===== config.mk =====
export PLATFORM = sky130hd
export DESIGN_NAME = l1_trig_event_stream_flat
export DESIGN_NICKNAME = d
export VERILOG_FILES = /design/src/rtl/l1_trig_event_stream_if.sv /design/src/rtl/l1_trig_event_stream.sv /design/src/flat_wrapper.sv
export SDC_FILE = /design/constraint.sdc
export NUM_CORES = 2
export LEC_CHECK = 0
export CAP_MARGIN = 20
export CELL_PAD_IN_SITES_DETAIL_PLACEMENT = 0
export CELL_PAD_IN_SITES_GLOBAL_PLACEMENT = 1
export CORE_MARGIN = 1
export CORE_UTILIZATION = 40
export CTS_CLUSTER_SIZE = 8
export DETAILED_ROUTE_END_ITERATION = 8
export PLACE_DENSITY = 0.74
export REMOVE_ABC_BUFFERS = 1
export SETUP_SLACK_MARGIN = 0.3
export SKIP_CTS_REPAIR_TIMING = 1
export SYNTH_ARGS = -nofsm -noshare
export SYNTH_HDL_FRONTEND = slang
export SYNTH_SLANG_ARGS = --single-unit

===== constraint.sdc =====
create_clock -name aclk -period 15.3 [get_ports aclk]
set_input_delay 3.825 -clock aclk [delete_from_list [all_inputs] [get_ports aclk]]
set_output_delay 3.825 -clock aclk [all_outputs]
set_load 0.05 [all_outputs]

===== src/rtl/l1_trig_event_stream_if.sv =====
// ---------------------------------------------------------------------------
// l1_trig_event_stream_if
//   AXI4-Stream carrier for the 128-bit trigger event words.
//   m_tdata  : packed event word (four reserved zero bits per 16-bit lane)
//   m_tvalid : head word available
//   m_tready : sink accepts the head word
//   master   : event source (drives data/valid)
//   slave    : event sink (drives ready)
// ---------------------------------------------------------------------------
interface l1_trig_event_stream_if;
  logic [127:0] m_tdata;
  logic         m_tvalid;
  logic         m_tready;

  modport master (output m_tdata, output m_tvalid, input  m_tready);
  modport slave  (input  m_tdata, input  m_tvalid, output m_tready);
endinterface


===== src/rtl/l1_trig_event_stream.sv =====
// ---------------------------------------------------------------------------
// l1_trig_event_stream
//   Per-beam L1 trigger conditioning: mask, holdoff dead-time, pulse
//   stretching, gated saturating rate scalers, and a timestamped event
//   stream through a small FIFO onto AXI4-Stream.
//
//   aclk           : clock, rising edge
//   aresetn        : asynchronous active-low reset, release synchronised
//   trig_i         : raw per-beam triggers
//   mask_i         : 1 = beam masked
//   holdoff_i      : dead-time loaded on every accept
//   stretch_o      : accepted triggers stretched to STRETCH cycles
//   scaler_o       : per-beam accept counts of the last gate period
//   scaler_valid_o : one-cycle strobe when scaler_o updates
//   m_axis         : event stream master (m_tdata/m_tvalid/m_tready)
//   overflow_o     : sticky, an event was dropped on a full FIFO
//   drop_count_o   : saturating count of dropped events
// ---------------------------------------------------------------------------
module l1_trig_event_stream #(
  parameter int unsigned NBEAMS       = 2,
  parameter int unsigned HOLDOFF_BITS = 8,
  parameter int unsigned STRETCH      = 4,
  parameter int unsigned SCALER_BITS  = 16,
  parameter int unsigned PERIOD       = 1024,
  parameter int unsigned FIFO_DEPTH   = 16
) (
  input  logic                          aclk,
  input  logic                          aresetn,
  input  logic [NBEAMS-1:0]             trig_i,
  input  logic [NBEAMS-1:0]             mask_i,
  input  logic [HOLDOFF_BITS-1:0]       holdoff_i,
  output logic [NBEAMS-1:0]             stretch_o,
  output logic [NBEAMS*SCALER_BITS-1:0] scaler_o,
  output logic                          scaler_valid_o,
  l1_trig_event_stream_if.master        m_axis,
  output logic                          overflow_o,
  output logic [15:0]                   drop_count_o
);

  localparam int unsigned STR_W  = $clog2(STRETCH + 1);
  localparam int unsigned GATE_W = (PERIOD > 2) ? $clog2(PERIOD) : 1;
  localparam int unsigned AW     = $clog2(FIFO_DEPTH);
  localparam int unsigned PW     = AW + 1;

  // Reset: assertion is immediate, release is taken through two flops.
  logic [1:0] r_rst_sync;
  logic       w_rst_n;

  always_ff @(posedge aclk or negedge aresetn) begin
    if (!aresetn) r_rst_sync <= '0;
    else          r_rst_sync <= {r_rst_sync[0], 1'b1};
  end

  assign w_rst_n = r_rst_sync[1];

  // Accept, holdoff and stretch
  logic [NBEAMS-1:0]       w_acc;
  logic [HOLDOFF_BITS-1:0] r_holdoff [NBEAMS];
  logic [STR_W-1:0]        r_str     [NBEAMS];

  always_comb begin
    w_acc     = '0;
    stretch_o = '0;
    for (int unsigned b = 0; b < NBEAMS; b++) begin
      w_acc[b]     = trig_i[b] & ~mask_i[b] & (r_holdoff[b] == '0);
      stretch_o[b] = (r_str[b] != '0);
    end
  end

  // Mask only gates new accepts; running holdoff/stretch keep counting.
  always_ff @(posedge aclk or negedge w_rst_n) begin
    if (!w_rst_n) begin
      for (int unsigned b = 0; b < NBEAMS; b++) begin
        r_holdoff[b] <= '0;
        r_str[b]     <= '0;
      end
    end else begin
      for (int unsigned b = 0; b < NBEAMS; b++) begin
        if (w_acc[b])                r_holdoff[b] <= holdoff_i;
        else if (r_holdoff[b] != '0) r_holdoff[b] <= r_holdoff[b] - HOLDOFF_BITS'(1);

        if (w_acc[b])            r_str[b] <= STR_W'(STRETCH);
        else if (r_str[b] != '0) r_str[b] <= r_str[b] - STR_W'(1);
      end
    end
  end

  // Timestamp, sequence and event word staging
  logic [31:0] r_ts;
  logic [31:0] r_seq;
  logic        r_evt_valid;
  logic [95:0] r_evt_word;

  always_ff @(posedge aclk or negedge w_rst_n) begin
    if (!w_rst_n) begin
      r_ts        <= '0;
      r_seq       <= '0;
      r_evt_valid <= 1'b0;
      r_evt_word  <= '0;
    end else begin
      r_ts        <= r_ts + 32'd1;
      r_evt_valid <= |w_acc;
      if (|w_acc) begin
        r_seq      <= r_seq + 32'd1;
        r_evt_word <= {r_seq, 32'(w_acc), r_ts};
      end
    end
  end

  // Event FIFO; pointers carry one extra wrap bit to tell full from empty.
  logic [95:0]  r_mem [FIFO_DEPTH];
  logic [AW:0]  r_wr_ptr;
  logic [AW:0]  r_rd_ptr;
  logic         w_empty;
  logic         w_full;
  logic         w_pop;
  logic         w_push;
  logic         w_drop;
  logic [95:0]  w_head;

  assign w_empty = (r_wr_ptr == r_rd_ptr);
  assign w_full  = (r_wr_ptr[AW] != r_rd_ptr[AW]) &&
                   (r_wr_ptr[AW-1:0] == r_rd_ptr[AW-1:0]);
  assign w_pop   = !w_empty && m_axis.m_tready;
  // A pop in the same cycle frees the slot, so a full FIFO still accepts.
  assign w_push  = r_evt_valid && (!w_full || w_pop);
  assign w_drop  = r_evt_valid && w_full && !w_pop;
  assign w_head  = r_mem[r_rd_ptr[AW-1:0]];

  always_ff @(posedge aclk) begin
    if (w_push) r_mem[r_wr_ptr[AW-1:0]] <= r_evt_word;
  end

  always_ff @(posedge aclk or negedge w_rst_n) begin
    if (!w_rst_n) begin
      r_wr_ptr <= '0;
      r_rd_ptr <= '0;
    end else begin
      if (w_push) r_wr_ptr <= r_wr_ptr + PW'(1);
      if (w_pop)  r_rd_ptr <= r_rd_ptr + PW'(1);
    end
  end

  // Output forced to zero when empty so the bus is clean in reset/idle.
  assign m_axis.m_tvalid = !w_empty;

  always_comb begin
    m_axis.m_tdata = '0;
    if (!w_empty) begin
      for (int unsigned i = 0; i < 8; i++) begin
        m_axis.m_tdata[16*i+4 +: 12] = w_head[12*i +: 12];
      end
    end
  end

  // Overflow / drop accounting
  logic        r_overflow;
  logic [15:0] r_drop_cnt;

  always_ff @(posedge aclk or negedge w_rst_n) begin
    if (!w_rst_n) begin
      r_overflow <= 1'b0;
      r_drop_cnt <= '0;
    end else if (w_drop) begin
      r_overflow <= 1'b1;
      if (r_drop_cnt != '1) r_drop_cnt <= r_drop_cnt + 16'd1;
    end
  end

  assign overflow_o   = r_overflow;
  assign drop_count_o = r_drop_cnt;

  // Gated rate scalers
  logic [GATE_W-1:0]             r_gate;
  logic                          w_gate_last;
  logic [SCALER_BITS-1:0]        r_cnt      [NBEAMS];
  logic [SCALER_BITS-1:0]        w_cnt_next [NBEAMS];
  logic [NBEAMS*SCALER_BITS-1:0] r_scaler;
  logic                          r_scaler_valid;

  assign w_gate_last = (r_gate == GATE_W'(PERIOD - 1));

  always_comb begin
    for (int unsigned b = 0; b < NBEAMS; b++) begin
      w_cnt_next[b] = r_cnt[b];
      if (w_acc[b] && (r_cnt[b] != '1)) w_cnt_next[b] = r_cnt[b] + SCALER_BITS'(1);
    end
  end

  // Counters clear at the end of the last gate cycle, so the first cycle
  // of the next gate starts from zero and its accept counts as one.
  always_ff @(posedge aclk or negedge w_rst_n) begin
    if (!w_rst_n) begin
      r_gate         <= '0;
      r_scaler       <= '0;
      r_scaler_valid <= 1'b0;
      for (int unsigned b = 0; b < NBEAMS; b++) r_cnt[b] <= '0;
    end else begin
      r_scaler_valid <= w_gate_last;
      r_gate         <= w_gate_last ? '0 : r_gate + GATE_W'(1);
      for (int unsigned b = 0; b < NBEAMS; b++) begin
        if (w_gate_last) begin
          r_scaler[b*SCALER_BITS +: SCALER_BITS] <= w_cnt_next[b];
          r_cnt[b] <= '0;
        end else begin
          r_cnt[b] <= w_cnt_next[b];
        end
      end
    end
  end

  assign scaler_o       = r_scaler;
  assign scaler_valid_o = r_scaler_valid;

endmodule


===== src/flat_wrapper.sv =====
// flat-port wrapper written by rule: the top's interface ports become plain ports
module l1_trig_event_stream_flat 
#(
  parameter int unsigned NBEAMS       = 2,
  parameter int unsigned HOLDOFF_BITS = 8,
  parameter int unsigned STRETCH      = 4,
  parameter int unsigned SCALER_BITS  = 16,
  parameter int unsigned PERIOD       = 1024,
  parameter int unsigned FIFO_DEPTH   = 16
)
  (aclk, aresetn, trig_i, mask_i, holdoff_i, stretch_o, scaler_o, scaler_valid_o, overflow_o, drop_count_o, m_axis_m_tdata, m_axis_m_tvalid, m_axis_m_tready);
  l1_trig_event_stream_if m_axis_i ();
  input  logic aclk;
  input  logic aresetn;
  input  logic [NBEAMS-1:0] trig_i;
  input  logic [NBEAMS-1:0] mask_i;
  input  logic [HOLDOFF_BITS-1:0] holdoff_i;
  output logic [NBEAMS-1:0] stretch_o;
  output logic [NBEAMS*SCALER_BITS-1:0] scaler_o;
  output logic scaler_valid_o;
  output logic overflow_o;
  output logic [15:0] drop_count_o;
  output wire logic [$bits(m_axis_i.m_tdata)-1:0] m_axis_m_tdata;
  output wire logic [$bits(m_axis_i.m_tvalid)-1:0] m_axis_m_tvalid;
  input wire logic [$bits(m_axis_i.m_tready)-1:0] m_axis_m_tready;
  assign m_axis_m_tdata = m_axis_i.m_tdata;
  assign m_axis_m_tvalid = m_axis_i.m_tvalid;
  assign m_axis_i.m_tready = m_axis_m_tready;
  l1_trig_event_stream #(.NBEAMS(NBEAMS), .HOLDOFF_BITS(HOLDOFF_BITS), .STRETCH(STRETCH), .SCALER_BITS(SCALER_BITS), .PERIOD(PERIOD), .FIFO_DEPTH(FIFO_DEPTH)) u_core (.aclk(aclk), .aresetn(aresetn), .trig_i(trig_i), .mask_i(mask_i), .holdoff_i(holdoff_i), .stretch_o(stretch_o), .scaler_o(scaler_o), .scaler_valid_o(scaler_valid_o), .m_axis(m_axis_i), .overflow_o(overflow_o), .drop_count_o(drop_count_o));
endmodule

==> results.toml <==
[timing]
setup_viol = 0
finClkSkew_ns = 0.03481
rsz0062_at_grt = "false"
hold_slack_ns = 0.1794
slew_viol_final = 0
fin_crit_ns = 9.270
clock.fmax_mhz = 107.9
final_hold_viol_count = 0
fin_ws_ns = 6.030
fin_crit_sh_pct = 60.59
max-slew-margin-rel_pct = 18.59
worst-slew-pin-transition_ns = 1.221

[setup_path]
path_max_fanout = 119
slowest_delay_ns = 0.90
setup.worst_path.class = "reg -> out"
r2r_start = "u_core.r_rd_ptr[2]"
crit_top_cell = "mux4_2"
rrSetupSlack_ns = 10.45
r2r-end = "u_core.r_mem[0][27]"
worstPathRequired_ns = 11.48
startpoint = "u_core.r_rd_ptr[0]"
cp-end-kind = "primary output"
cp_cell_sequence = "buf_12, buf_4, mux4_2, mux4_2, and2_1, clkdlybuf4s50_1"
reg2reg_depth = 6
cp_slowest_cell = "buf_4"
start_kind = "flip-flop"
arrival_ns = 5.44

[cts]
cts_sinks = 1313
cts_tree = "done"
h-tree-depth = 4
worstSkewPairLatency_ns = 0.78
cts.path.max_buffers = 3
cts.clk_slew.worst_paths_ns = 0.05
numCtsBuffers = 182
clockRootBuffer = "clkbuf_16"

[place]
post-place-ws_ns = 6.689
portBuffers = 133
place_congestion = 0.7440
hpwlAfterDp_um = 58290
placed_area_um2 = 54790

[global_routing]
grt_first_pass_wirelength_um = 169600
track_usage_pct = 17.41
grt_pass1_vias = 26611
grt_max_degree = 166
overflow = 0
antenna_found_initial = 1

[worst_hold_path]
worstHoldPathType = "reg -> async"

[final_layout]
fin_area_um2 = 60090
final_common_cell = "edfxtp_1"
regArea_um2 = 38160
nets = 2994
layout_common_cells = "1056 x edfxtp_1, 330 x mux4_2, 285 x nand2_1"
multi_input_area_um2 = 12780
drive_above_1_share_pct = 19.62
syn2layout_area_growth_pct = 16.25
fillers = 10696

[synthesis]
async_reset_ff_share_pct = 19.57
ys_ff_latch = 1313
ys_types = 56
postSynthCellCount = 2725
synth_edf_count = 1056
postSynthAreaPerCell_um2 = 18.97
netlist_area_um2 = 51690
yosys_warnings = 0
synth_ff_type = "edfxtp_1"
seq_area_frac_synth_pct = 73.79

[floorplan]
die_h_um = 361.5
core.rowCount = 131
design.core.area_um2 = 127800
ios = 196
die_w_um = 361.5
die-area_um2 = 130700
initial_core_util_pct = 40.43

[drt]
vias_per_cell = 5.339
wl_um = 112600
post_drt_wl_per_cell_um = 23.63
antenna_left = 0
vias = 25449
firstDrtPassIters = 5
drtIter0Drc = 2237
route.detailed.drc = 0

[pwr]
leakage_nw = 20.65
power.density_nw_per_um2 = 164.8
ir_drop_mv = 0.1814
p_total_mw = 9.901

[run_status]
status = "complete, no violations"

[job]
cap_violations = 0
[synthesized netlist by cell type, types with 45 or more instances]
library cell  count  area [um2]
edfxtp_1       1056       31710
xnor2_1          79       691.9
nand3_1          45       225.2
o21ai_0          50       250.2
mux4_2          330        7432
buf_4            67       503.0
dfrtp_1         257        6431
nand2_1         285        1070
clkbuf_1         72       270.3
xor2_1           50       437.9
and2_1           79       494.2
nor2_1           75       281.5
[where the power goes]
part	internal (mW)	switching [mW]
clock	2.24	1.47
sequential	3.87	0.150
combinational	0.924	1.25
total	7.04	2.87
[worst max-delay path: cells and delay by family (launching register included)]
| kind | cells | cell delay [ns] |
|---|---|---|
| buffers and inverters | 3 | 2.30 |
| flip-flops | 1 | 0.71 |
| multiplexers | 2 | 1.12 |
| AND/OR/NAND/NOR | 1 | 0.18 |
[through the flow]
step | setup TNS [ns] | cells | utilization, %
after floorplan | -86.85 | 2604 | -
after global placement | 0 | 4438 | 42.83
after detailed placement | 0 | 4439 | 42.85
after CTS | 0 | 4765 | 47.00
after global routing | 0 | 4767 | 47.00
final | 0 | 4767 | 47.00
[sequential cells by signal, indices dropped and copies added (netlist names), 2 cells and up]
| name | cells |
|---|---|
| u_core.r_mem | 1056 |
| u_core.r_evt_word | 66 |
| u_core.r_cnt | 32 |
| u_core.r_seq | 32 |
| u_core.r_ts | 32 |
| u_core.scaler_o | 32 |
| u_core.drop_count_o | 16 |
| u_core.r_holdoff | 16 |
| u_core.r_gate | 10 |
| u_core.r_str | 6 |
| u_core.r_rd_ptr | 5 |
| u_core.r_wr_ptr | 5 |
| u_core.r_rst_sync | 2 |
[layer usage]
| layer | share of wire, % | vias to the layer above | GRT usage [%] |
|---|---|---|---|
| li1 | - | 11062 | - |
| met1 | 42 | 13399 | 23.75 |
| met2 | 49 | 838 | 28.51 |
| met3 | 6.7 | 150 | 3.473 |
| met4 | 1.7 | 0 | 4.678 |
| met5 | 0 | - | 0 |
[worst max path at each step]
stage	cells after the start	endpoint
2_1_floorplan	5	m_axis_m_tdata[100]
3_3_place_gp	6	m_axis_m_tdata[117]
3_5_place_dp	6	m_axis_m_tdata[117]
4_1_cts	6	m_axis_m_tdata[117]
5_1_grt	6	m_axis_m_tdata[117]
6_report	6	m_axis_m_tdata[117]
[cells by family (layout without fill, tap and decap cells)]
family | count (synthesis) | count (layout) | synth area share, %
flip-flops | 1313 | 1313 | 73.79
AND/OR/NAND/NOR | 639 | 639 | 6.037
multiplexers | 340 | 340 | 14.58
buffers and inverters | 206 | 524 | 2.101
XOR/XNOR | 129 | 129 | 2.186
AO/OA/AOI/OAI | 79 | 79 | 0.8835
adder cells (fa/ha/maj) | 17 | 17 | 0.4115
other | 2 | 64 | 0.01453
[area by class of cell]
class,instances,area share (%)
flip-flops and latches,1313,63.51
multi-input cells,1267,21.27
clock buffers,314,8.456
well taps,1662,3.461
repair buffers,174,2.798
clock inverters,12,0.3561
inverters,24,0.1499
diodes,1,0.004164
Note: power is estimated with default switching activity, not from simulation.
